===== src/rtl/mc_datapath_pkg.sv =====
// Shared widths, control encodings and helpers for the multicycle datapath.
package mc_datapath_pkg;

  localparam int unsigned DATA_W   = 32;
  localparam int unsigned RF_DEPTH = 32;
  localparam int unsigned RF_AW    = $clog2(RF_DEPTH);
  localparam int unsigned ALUCTL_W = 4;
  localparam int unsigned SEL_W    = 2;
  localparam int unsigned IMM_W    = 16;

  typedef logic [ALUCTL_W-1:0] aluctl_t;
  typedef logic [SEL_W-1:0]    sel_t;
  typedef logic [DATA_W-1:0]   word_t;

  // ALU operation codes
  localparam aluctl_t ALU_AND = 4'b0000;
  localparam aluctl_t ALU_OR  = 4'b0001;
  localparam aluctl_t ALU_ADD = 4'b0010;
  localparam aluctl_t ALU_SUB = 4'b0110;
  localparam aluctl_t ALU_SLT = 4'b0111;
  localparam aluctl_t ALU_NOR = 4'b1100;

  // ALU B-operand selects
  localparam sel_t SRCB_REG   = 2'b00;
  localparam sel_t SRCB_FOUR  = 2'b01;
  localparam sel_t SRCB_IMM   = 2'b10;
  localparam sel_t SRCB_IMMSH = 2'b11;

  // Next-PC selects
  localparam sel_t PC_ALU    = 2'b00;
  localparam sel_t PC_ALUOUT = 2'b01;
  localparam sel_t PC_JUMP   = 2'b10;
  localparam sel_t PC_HOLD   = 2'b11;

  localparam word_t RESET_PC = '0;

  // Sign-extend a 16-bit immediate to the datapath width
  function automatic word_t sign_ext(input logic [IMM_W-1:0] imm);
    return {{(DATA_W-IMM_W){imm[IMM_W-1]}}, imm};
  endfunction

endpackage


===== src/rtl/mc_datapath_regfile.sv =====
// 32x32 register file: two combinational reads, one clocked write, $0 hardwired to zero.
module regfile
  import mc_datapath_pkg::*;
(
  input  logic             clk,
  input  logic             we,
  input  logic [RF_AW-1:0] ra1,
  input  logic [RF_AW-1:0] ra2,
  input  logic [RF_AW-1:0] wa,
  input  word_t            wd,
  output word_t            rd1,
  output word_t            rd2
);

  word_t mem [RF_DEPTH];

  // Clocked write; writes to $0 are dropped, contents are never reset
  always_ff @(posedge clk) begin
    if (we && (wa != '0)) begin
      mem[wa] <= wd;
    end
  end

  // Combinational reads see the pre-edge contents (no write bypass)
  always_comb begin
    rd1 = (ra1 == '0) ? '0 : mem[ra1];
    rd2 = (ra2 == '0) ? '0 : mem[ra2];
  end

endmodule


===== src/rtl/mc_datapath.sv =====
// Multicycle MIPS-style datapath: PC/IR/MDR/A/B/ALUOut, inline ALU, register file.
module mc_datapath
  import mc_datapath_pkg::*;
(
  input  logic                clk,
  input  logic                reset,
  input  logic                pcen,
  input  logic                irwrite,
  input  logic                regwrite,
  input  logic                alusrca,
  input  logic                iord,
  input  logic                memtoreg,
  input  logic                regdst,
  input  logic [SEL_W-1:0]    alusrcb,
  input  logic [SEL_W-1:0]    pcsrc,
  input  logic [ALUCTL_W-1:0] alucontrol,
  input  logic [DATA_W-1:0]   readdata,
  output logic [DATA_W-1:0]   adr,
  output logic [DATA_W-1:0]   writedata,
  output logic [5:0]          op,
  output logic [5:0]          funct,
  output logic                zero
);

  word_t pc, ir, mdr, a, b, aluout;
  word_t rd1, rd2;
  word_t srca, srcb, aluresult, pcnext, signimm, wd;
  logic [RF_AW-1:0] wa;

  // Architectural state; everything except PC/IR reloads every cycle
  always_ff @(posedge clk or posedge reset) begin
    if (reset) begin
      pc     <= RESET_PC;
      ir     <= '0;
      mdr    <= '0;
      a      <= '0;
      b      <= '0;
      aluout <= '0;
    end else begin
      if (pcen)    pc <= pcnext;
      if (irwrite) ir <= readdata;
      mdr    <= readdata;
      a      <= rd1;
      b      <= rd2;
      aluout <= aluresult;
    end
  end

  // Register-file write address and data selection
  always_comb begin
    wa = regdst   ? ir[15:11] : ir[20:16];
    wd = memtoreg ? mdr       : aluout;
  end

  regfile u_regfile (
    .clk (clk),
    .we  (regwrite),
    .ra1 (ir[25:21]),
    .ra2 (ir[20:16]),
    .wa  (wa),
    .wd  (wd),
    .rd1 (rd1),
    .rd2 (rd2)
  );

  // ALU operand muxes
  always_comb begin
    signimm = sign_ext(ir[IMM_W-1:0]);
    srca    = alusrca ? a : pc;
    srcb    = b;
    case (alusrcb)
      SRCB_REG:   srcb = b;
      SRCB_FOUR:  srcb = DATA_W'(4);
      SRCB_IMM:   srcb = signimm;
      SRCB_IMMSH: srcb = {signimm[DATA_W-3:0], 2'b00};
      default:    srcb = b;
    endcase
  end

  // ALU: modulo-2^32 arithmetic, signed SLT, unknown codes give zero
  always_comb begin
    aluresult = '0;
    case (alucontrol)
      ALU_AND: aluresult = srca & srcb;
      ALU_OR:  aluresult = srca | srcb;
      ALU_ADD: aluresult = srca + srcb;
      ALU_SUB: aluresult = srca - srcb;
      ALU_SLT: aluresult = {{(DATA_W-1){1'b0}}, ($signed(srca) < $signed(srcb))};
      ALU_NOR: aluresult = ~(srca | srcb);
      default: aluresult = '0;
    endcase
  end

  // Next-PC selection; PC_HOLD recirculates the current PC
  always_comb begin
    pcnext = pc;
    case (pcsrc)
      PC_ALU:    pcnext = aluresult;
      PC_ALUOUT: pcnext = aluout;
      PC_JUMP:   pcnext = {pc[31:28], ir[25:0], 2'b00};
      PC_HOLD:   pcnext = pc;
      default:   pcnext = pc;
    endcase
  end

  // Controller-facing and memory-facing outputs, combinational by design
  always_comb begin
    adr       = iord ? aluout : pc;
    writedata = b;
    op        = ir[31:26];
    funct     = ir[5:0];
    zero      = (aluresult == '0);
  end

endmodule

===== config.mk =====
export PLATFORM = sky130hd
export DESIGN_NAME = mc_datapath
export DESIGN_NICKNAME = d
export VERILOG_FILES = /design/src/rtl/mc_datapath_pkg.sv /design/src/rtl/mc_datapath_regfile.sv /design/src/rtl/mc_datapath.sv
export SDC_FILE = /design/constraint.sdc
export NUM_CORES = 2
export LEC_CHECK = 0
export ABC_AREA = 1
export CORE_MARGIN = 2
export CORE_UTILIZATION = 40
export CTS_BUF_LIST = sky130_fd_sc_hd__clkbuf_2 sky130_fd_sc_hd__clkbuf_4 sky130_fd_sc_hd__clkbuf_8
export CTS_CLUSTER_SIZE = 14
export DETAILED_ROUTE_END_ITERATION = 10
export PLACE_DENSITY = 0.58
export SLEW_MARGIN = 20
export SYNTH_ARGS = -nofsm -noshare
export SYNTH_HDL_FRONTEND = slang
export SYNTH_SLANG_ARGS = --single-unit

===== constraint.sdc =====
create_clock -name clk -period 8.4 [get_ports clk]
set_clock_uncertainty 0.2 [all_clocks]
set_input_delay 1.68 -clock clk [delete_from_list [all_inputs] [get_ports clk]]
set_output_delay 1.68 -clock clk [all_outputs]
set_load 0.01 [all_outputs]

==> results.sh <==
export IMPL_drcViolationCount=0
export IMPL_intPower_mw=10.8
export IMPL_fmax_ghz=0.122
export IMPL_synth_area_per_cell_um2=9.23
export IMPL_tns_ns=0
export IMPL_slew_viol_final=0
export IMPL_period_share_pct=97.6
export IMPL_avgRoutedWirePerCell_um=28.0
export IMPL_numCtsBuffers=200
export IMPL_p_switching_mw=5.42
export IMPL_cp_data_required_time_ns=6.52
export IMPL_yosysTopAreaCellShare_pct=48.7
export IMPL_cts_sinks=1216
export IMPL_power_frac_seq_pct=44.1
export IMPL_htreeDepth=4
export IMPL_fin_crit_ns=8.20
export IMPL_outcome="complete, no violations"
export IMPL_seqCellArea_mm2=0.0356
export IMPL_grt_pass1_wl_um=365000
export IMPL_synth_top_area_cell="edfxtp_1"
export IMPL_grt_overflow=0
export IMPL_worst_slew_margin_rel_pct=13.4
export IMPL_nFillCells=14629
export IMPL_die_h_um=401
export IMPL_pre_cts_slack_ns=0.0184
export IMPL_ant_nets=0
export IMPL_synth_most_common_cell="nor2_1"
export IMPL_maxCapViolCount=0
export IMPL_p_clk_share_pct=32.6
export IMPL_p_sw_share_pct=33.5
export IMPL_cts_tree="built"
export IMPL_startpoint_type="primary input"
export IMPL_cts_path_max_buffers=3
export IMPL_synth_edf_count=1024
export IMPL_die_x_um=401
export IMPL_multi_input_area_mm2=0.0243
export IMPL_cts_root_buf="clkbuf_8"
export IMPL_synthTopCellsByCount="1280 x nor2_1, 1157 x o21ai_0, 1024 x edfxtp_1"
export IMPL_synthArstFlopShare_pct=15.8
export IMPL_dr_pass1_iters=7
export IMPL_seq_area_frac_synth_pct=56.3
export IMPL_netlist_area_mm2=0.0632
export IMPL_ys_flop_type="edfxtp_1"
export IMPL_gp_congestion=0.978
export IMPL_antenna_found_initial=10
export IMPL_coreArea_mm2=0.157
export IMPL_dp_cells=8704
export IMPL_grt_use_total_pct=30.5
export IMPL_crit_arrival_ns=6.32
export IMPL_die_area_mm2=0.161
export IMPL_syn_to_final_growth_pct=12.2
export IMPL_vias=56689
export IMPL_setup_viol=0
export IMPL_path_max_fanout=5
export IMPL_clkTransAtPathRegs_ns=0.06
export IMPL_nNetsFinal=6999
export IMPL_routed_wl_um=254000
export IMPL_clk_latency_ns=0.94
export IMPL_first_global_vias=53824
export IMPL_viasPerCell=6.25
export IMPL_boundaryPins=126
export IMPL_fin_ws_ns=0.199
export IMPL_ys_types=54
export IMPL_hpwl_um=153000
export IMPL_ir_drop_v=0.000144
export IMPL_tightest_slew_ns=1.29
export IMPL_p_leak_nw=26.1
export IMPL_ys_ff_latch=1216
export IMPL_path_class="primary input to output pin"
export IMPL_grt_max_degree=175
export IMPL_p_per_area_mw_per_mm2=228
export IMPL_rows=145
export IMPL_drtIter0Drc=8441
export IMPL_instances_no_fill=9073
export IMPL_synthTopCellsByArea="edfxtp_1 49%, o21ai_0 9.2%, dfrtp_1 7.6%"
export IMPL_drive_above_1_share_pct=9.84
export IMPL_hold_violations=0
export IMPL_postCtsHoldBufs=0
export IMPL_yosysWarningCount=0
export IMPL_hold_worst_slack_ns=0.300
export IMPL_io_buffers=125
export IMPL_cp_end_kind="output pin"
export IMPL_hp_class="register to register"
export IMPL_initial_core_util_pct=40.3
export IMPL_power_frac_comb_pct=23.3
export IMPL_postSynthCellCount=6843
export IMPL_rsz0062_at_grt="no"
export IMPL_total_power_mw=16.2
==> state kept, by name, indices dropped and copies added (netlist names) <==
signal and count:
aluout 32, u_regfile.mem 1024, mdr 32, pc 32, writedata 32, a 32, ir 32
==> layout make-up <==
class	count	share of cell area [%]
antenna	6	0.0212
clock buffer	281	4.81
clock inverter	81	0.771
inverter	441	2.41
multi-input combinational	4686	34.2
sequential	1216	50.2
tap	2058	3.63
timing repair buffer	304	3.94
==> stage by stage <==
step / area [um2] / util (%)
3_5_place_dp: 66800 / 42.7
6_report: 70900 / 45.3
3_3_place_gp: 66700 / 42.6
2_1_floorplan: 63300 / -
5_1_grt: 70900 / 45.3
4_1_cts: 70800 / 45.2
==> power by group through the flow <==
stage / clock [mW] / sequential, mW / combinational, mW
floorplan: 0 / 7.10 / 2.23
global placement: 0 / 7.25 / 3.61
detailed placement: 0 / 7.25 / 3.64
CTS: 5.32 / 7.13 / 3.65
global route: 5.56 / 7.15 / 4.03
finish: 5.28 / 7.14 / 3.76
==> worst max-delay path, stage by stage <==
cell,delay (ns)
clkdlybuf4s50_1,0.56
inv_1,0.14
nor2_1,0.07
buf_4,0.15
a22oi_1,0.20
inv_1,0.10
ha_1,0.29
fa_1,0.49
nand2_1,0.09
nand2_1,0.10
nand2_1,0.10
nand2_1,0.07
nand3_1,0.09
nand2_1,0.09
nor2_1,0.19
nand2_1,0.08
nor2_1,0.25
nand2_1,0.09
nor2_1,0.24
nand4_1,0.20
nor2_1,0.15
nand2_1,0.07
nor2_1,0.21
clkdlybuf4s50_1,0.59
==> path summary, 6_finish.rpt <==
| kind | start | to | slack (ns) | cells past startpoint |
|---|---|---|---|---|
| max | alusrcb[1] | zero | 0.20 | 24 |
| min | pc[27]$_DFFE_PP0P_ | pc[27]$_DFFE_PP0P_ | 0.30 | 2 |
| max reg2reg | ir[18]$_DFFE_PP0P_ | u_regfile.mem[21][28]$_DFFE_PP_ | 3.65 | 7 |
| min reg2reg | pc[27]$_DFFE_PP0P_ | pc[27]$_DFFE_PP0P_ | 0.30 | 2 |
| max in group asynchronous | reset | ir[18]$_DFFE_PP0P_ | 5.70 | 3 |
| min in group asynchronous | reset | writedata[17]$_DFF_PP0_ | 0.98 | 2 |
==> cells in the final DEF, fill, tap and decap left out, drive strengths merged, types with 6 or more instances in the layout <==
cell           netlist  routed
inv                435     438
a31oi               80      80
o21a                 8       8
buf                163     183
o221ai             259     259
conb                 1      32
clkdlybuf4s50        0     121
a22oi               26      26
and2                 6       6
nor2              1296    1296
bufinv               0       7
clkbuf             368     281
a211oi               8       8
a21oi              255     255
nand3              303     303
o21ai             1173    1173
edfxtp            1024    1024
dfrtp              192     192
ha                  99      99
nor3                23      23
o211ai              40      40
diode                0       6
clkinvlp             0       6
nand4               19      19
nand2              745     745
a221oi              44      44
clkinv               6      71
o22ai              201     201
mux2                31      31
o21bai              18      18
==> cell families (layout without fill, tap and decap cells) <==
logic type / count (synthesis) / in the layout / synth area share [%]
other cells: 1 / 38 / 0.00594
compound gates: 2123 / 2123 / 19.7
mux: 31 / 31 / 0.553
buf+inv: 972 / 1107 / 6.17
simple gates: 2398 / 2398 / 15.3
xor+xnor: 1 / 1 / 0.0139
fa+ha+maj: 101 / 101 / 2.02
flops: 1216 / 1216 / 56.3
==> repair_timing <==
item / CTS / global route
resized for setup: 0 / 15
buffers inserted: 0 / 1
endpoints found under the setup margin: 0 / 1
==> routing by layer <==
metal | global-route usage [%] | vias to the layer above | part of all wire [%] | routed length (um)
met5 | 0 | - | 0.0091 | 23
met4 | 15.8 | 4 | 5.4 | 13600
met3 | 5.98 | 760 | 12 | 29800
met2 | 47.9 | 4014 | 45 | 115000
met1 | 40.1 | 27534 | 38 | 95900
li1 | - | 24377 | - | -
Power figures use the tool's default switching activity.
